`config.mk`:
```
export PLATFORM = sky130hd
export DESIGN_NAME = pwm_multi
export DESIGN_NICKNAME = d
export VERILOG_FILES = /design/src/rtl/pwm_multi.sv
export SDC_FILE = /design/constraint.sdc
export NUM_CORES = 1
export LEC_CHECK = 0
export CAP_MARGIN = 20
export CELL_PAD_IN_SITES_DETAIL_PLACEMENT = 1
export CELL_PAD_IN_SITES_GLOBAL_PLACEMENT = 1
export CORE_ASPECT_RATIO = 0.75
export CORE_MARGIN = 2
export CORE_UTILIZATION = 53
export CTS_BUF_LIST = sky130_fd_sc_hd__clkbuf_16
export DETAILED_ROUTE_END_ITERATION = 16
export DONT_BUFFER_PORTS = 1
export GPL_TIMING_DRIVEN = 0
export PLACE_DENSITY_LB_ADDON = 0.08
export SKIP_CTS_REPAIR_TIMING = 1
export SLEW_MARGIN = 30
export SYNTH_ARGS = -nofsm -noshare
export SYNTH_HDL_FRONTEND = slang
export SYNTH_SLANG_ARGS = --single-unit
```
`constraint.sdc`:
```
create_clock -name clk -period 4.23 [get_ports clk]
set_input_delay 0.846 -clock clk [delete_from_list [all_inputs] [get_ports clk]]
set_output_delay 0.846 -clock clk [all_outputs]
set_load 0.01 [all_outputs]
```
`src/rtl/pwm_multi.sv`:
```
// pwm_multi: multi-channel PWM generator with a shared period counter,
// edge- or center-aligned counting and double-buffered period/duty registers.
module pwm_multi #(
  parameter int CBITS = 10,
  parameter int NCH   = 4,
  parameter int SELW  = (NCH > 1) ? $clog2(NCH) : 1
) (
  input  logic             clk,
  input  logic             rst,
  input  logic             en,
  input  logic             center_mode,
  input  logic             period_we,
  input  logic [CBITS-1:0] period_wdata,
  input  logic             duty_we,
  input  logic [SELW-1:0]  duty_sel,
  input  logic [CBITS-1:0] duty_wdata,
  input  logic [NCH-1:0]   polarity,
  output logic [NCH-1:0]   pulse,
  output logic             cycle_start
);

  localparam logic [CBITS-1:0] ONE = CBITS'(1);

  logic [CBITS-1:0] cnt;
  logic [CBITS-1:0] cnt_next;
  logic             dir_down;
  logic             dir_down_next;
  logic             center_act;
  logic             update;
  logic [CBITS-1:0] period_sh;
  logic [CBITS-1:0] period_act;
  logic [CBITS-1:0] duty_sh  [NCH];
  logic [CBITS-1:0] duty_act [NCH];
  logic [NCH-1:0]   pulse_next;

  // Next counter value and direction; a zero next value marks the start of a new cycle.
  always_comb begin
    cnt_next      = '0;
    dir_down_next = 1'b0;
    if (en) begin
      // period_act = 0 has no room for a down slope, so it always counts edge-style.
      if (center_act && (period_act != '0)) begin
        if (!dir_down) begin
          if (cnt == period_act) begin
            cnt_next      = period_act - ONE;
            // With period 1 the down slope is empty and the cycle wraps straight to 0.
            dir_down_next = (period_act != ONE);
          end else begin
            cnt_next = cnt + ONE;
          end
        end else begin
          cnt_next      = cnt - ONE;
          dir_down_next = (cnt != ONE);
        end
      end else begin
        cnt_next = (cnt == period_act) ? '0 : cnt + ONE;
      end
    end
  end

  assign update = en && (cnt_next == '0);

  // Counter, direction and the active period/mode, reloaded only at cycle boundaries or while idle.
  always_ff @(posedge clk or posedge rst) begin
    if (rst) begin
      cnt        <= '0;
      dir_down   <= 1'b0;
      period_act <= '1;
      center_act <= 1'b0;
    end else begin
      cnt      <= cnt_next;
      dir_down <= dir_down_next;
      if (!en || update) begin
        period_act <= period_sh;
        center_act <= center_mode;
      end
    end
  end

  // Period shadow register, writable at any time.
  always_ff @(posedge clk or posedge rst) begin
    if (rst) begin
      period_sh <= '1;
    end else if (period_we) begin
      period_sh <= period_wdata;
    end
  end

  // Per-channel duty shadow/active pair and comparator. Channel indices only
  // run up to NCH-1, so a select value beyond that matches no channel.
  generate
    for (genvar gi = 0; gi < NCH; gi++) begin : g_ch
      // Duty shadow is written by software; active copy follows it at cycle boundaries.
      always_ff @(posedge clk or posedge rst) begin
        if (rst) begin
          duty_sh[gi]  <= '0;
          duty_act[gi] <= '0;
        end else begin
          if (duty_we && (duty_sel == SELW'(gi))) begin
            duty_sh[gi] <= duty_wdata;
          end
          if (!en || update) begin
            duty_act[gi] <= duty_sh[gi];
          end
        end
      end

      assign pulse_next[gi] = en ? ((cnt < duty_act[gi]) ^ polarity[gi]) : polarity[gi];
    end
  endgenerate

  // Registered outputs, one clock behind the counter.
  always_ff @(posedge clk or posedge rst) begin
    if (rst) begin
      pulse       <= '0;
      cycle_start <= 1'b0;
    end else begin
      pulse       <= pulse_next;
      cycle_start <= en && (cnt == '0);
    end
  end

endmodule

```
==> flow_summary.toml <==
[run_status]
status = "completed"

[placement]
gp_congestion = 0.886
pre_cts_ws_ns = 0.208
dpl_cell_area_um2 = 6830
port_buffers = 0
hpwl_um = 11500

[sta]
hold_viol_final = 0
setup_violations = 0
relSlewSlack_pct = 44.5
fin_crit_sh_pct = 91.8
finalSetupTns_ns = 0
fmax_mhz = 258
period_needed_ns = 3.88
finClkSkew_ns = 0.0113
rsz0062_at_grt = "no"
tightest_slew_ns = 0.833
slew_viol_final = 0
worst_hold_slack_ns = 0.222
timing.final.ws_setup_ns = 0.347

[global_route]
grt_pass1_vias = 4794
overflow = 0
grt_pass1_wl_um = 26500
grt_max_degree = 93
grt_usage_pct = 26.5
antenna_found_initial = 0

[synthesis]
synth_area_leaders = "dfrtp_1, mux2_4, mux2_2"
ys_ff_latch = 117
synth_edf_count = 0
netlist_area_um2 = 6590
netlist.area_leader.share_pct = 36.9
yosysWarnings = 0
synth_nets = 604
synthFlopType = "dfrtp_1"
syn_inst = 531
syn_avg_cell_area_um2 = 12.4
yosysUniqueCellTypes = 62
seq_area_frac_synth_pct = 44.8
synth-async-reset-ratio_pct = 100
synth_area_leader_cell = "dfrtp_1"

[drt]
wl_um = 16500
vias_per_cell = 5.99
drcViolationCount = 0
avgRoutedWirePerCell_um = 22.6
drtPass1Iterations = 4
ant_nets = 0
num_vias = 4388
drt_iter0_drc = 220

[clock_network]
root_buffer = "clkbuf_16"
htreeDepth = 4
clkLatencyLatePin_ns = 0.42
path_clk_slew_ns = 0.06
cts_tree = "built"
clockBufferDepth = 2
cts_buffers = 17
cts_sinks = 117

[floorplan]
rows = 35
initial_core_util_pct = 53.9
io_pins = 37
die_y_um = 101
die_area_um2 = 13300
core_area_um2 = 12200
die_w_um = 133

[setup_path]
startpoint_type = "register"
path_delay_family = "simple AND/OR/NAND/NOR gates"
crit_path_end_kind = "register"
path_buf_inv = 3
critPathArrivalTime_ns = 4.18
path_cells = "clkbuf_1 -> xor2_1 -> nor4_2 -> nand4_2 -> mux2_2 -> a32o_1 -> or3_1 -> nor4_4 -> buf_4 -> buf_6 -> mux2_4"
r2r-start = "cnt[8]$_DFF_PP0_"
ff2ff_setup_slack_ns = 0.35
worst_r2r_endpoint = "duty_act[2]$_DFFE_PP0P_"
crit_fanout = 10
slowest_delay_ns = 0.49
reg2reg_depth = 11
crit_slowest_cell = "dfrtp_1"
crit_required_ns = 4.52
path_class = "reg2reg"

[pwr]
p_per_area_nw_per_um2 = 654
ir_drop_uv = 429
leakagePower_nw = 3.56

[cells_and_area]
area_growth_pct = 12.9
fillers = 1208
fin_area_um2 = 7430
seq_area_um2 = 2950
multi_input_area_um2 = 3270
nets = 626
antenna_cells = 0
drive_gt1_share_pct = 33.6

[job]
max_cap_viol_count = 0

[min_path]
min_path_type = "in2async"
[per-layer routing]
metal,GRT usage [%],vias to the layer above,routed length [um]
li1,-,1967,-
met5,0,-,0
met1,34.7,2291,7580
met2,43.5,110,7790
met4,9.35,0,240
met3,6.44,20,903
[flip-flops by register name, summed over array words and instances (netlist names)]
register,cells
duty_act,40
duty_sh,40
cnt,10
period_act,10
period_sh,10
pulse,4
center_act,1
cycle_start,1
dir_down,1
[where the power goes]
| group | internal (mW) | switching [mW] | total, mW | leakage [nW] |
|---|---|---|---|---|
| Clock | 0.858 | 0.542 | 1.40 | 0.296 |
| Sequential | 1.52 | 0.304 | 1.82 | 1.38 |
| Combinational | 0.898 | 0.747 | 1.64 | 1.88 |
[cells by family after synthesis]
kind of cell | share of synthesized area [%]
fa+ha+maj | 7.79
mux | 20.9
simple gates | 9.22
flops | 44.8
buf+inv | 5.59
xor+xnor | 3.59
compound gates | 8.04
[cell usage in the layout, fill, tap and decap left out, types with 3 or more instances in the layout]
cell type	synthesis	final
nor2_1	10	10
o41ai_1	3	3
a211oi_1	4	4
inv_4	0	4
inv_6	0	3
nand3b_1	3	3
a2111oi_0	3	3
mux2_4	50	50
a21oi_1	6	6
a21o_1	16	16
xnor2_1	9	9
nand2b_1	7	7
nand2_1	12	12
clkbuf_16	0	20
o21ai_0	14	14
o31ai_1	3	3
a41oi_1	3	3
inv_1	45	45
clkbuf_1	8	8
buf_6	8	8
nor3_1	12	12
dfstp_2	20	20
or3_1	12	12
xor2_1	18	18
dfrtp_1	97	97
a21boi_0	3	3
nor4_2	3	3
nand3_1	14	14
ha_1	41	41
or4_1	6	6
a31oi_1	5	5
mux2_2	54	54
[how the worst max path moves through the flow]
stage                startpoint                       to  slack, ns  cells past startpoint
3_5_place_dp   cnt[0]$_DFF_PP0_   center_act$_DFFE_PP0P_       0.21                     12
3_3_place_gp                rst       pulse[1]$_DFF_PP0_      -0.92                      1
5_1_grt        cnt[8]$_DFF_PP0_  duty_act[1]$_DFFE_PP0P_       0.15                     11
6_report       cnt[8]$_DFF_PP0_  duty_act[2]$_DFFE_PP0P_       0.35                     11
4_1_cts        cnt[8]$_DFF_PP0_  duty_act[1]$_DFFE_PP0P_       0.14                     10
2_1_floorplan               rst   center_act$_DFFE_PP0P_       0.32                      1
[stage by stage]
stage / power, mW / cells / util, %
2_1_floorplan: 3.00 / 531 / -
3_3_place_gp: 3.31 / 697 / 55.6
3_5_place_dp: 3.42 / 698 / 55.9
4_1_cts: 4.88 / 730 / 60.7
5_1_grt: 5.12 / 732 / 60.9
6_report: 4.86 / 732 / 60.9
[cells in the mapped netlist (12+ instances only)]
master,number
a21o_1,16
dfrtp_1,97
dfstp_2,20
ha_1,41
inv_1,45
mux2_2,54
mux2_4,50
nand2_1,12
nand3_1,14
nor3_1,12
o21ai_0,14
or3_1,12
xor2_1,18
[area by class of cell]
| cell class | count | area share, % |
|---|---|---|
| flip-flops and latches | 117 | 39.7 |
| inverters | 45 | 2.37 |
| multi-input cells | 346 | 44.0 |
| repair buffers | 3 | 0.572 |
| clock inverters | 12 | 1.14 |
| plain buffers | 23 | 2.68 |
| clock buffers | 20 | 6.73 |
| well taps | 166 | 2.79 |
Note: power is estimated with default switching activity, not from simulation.
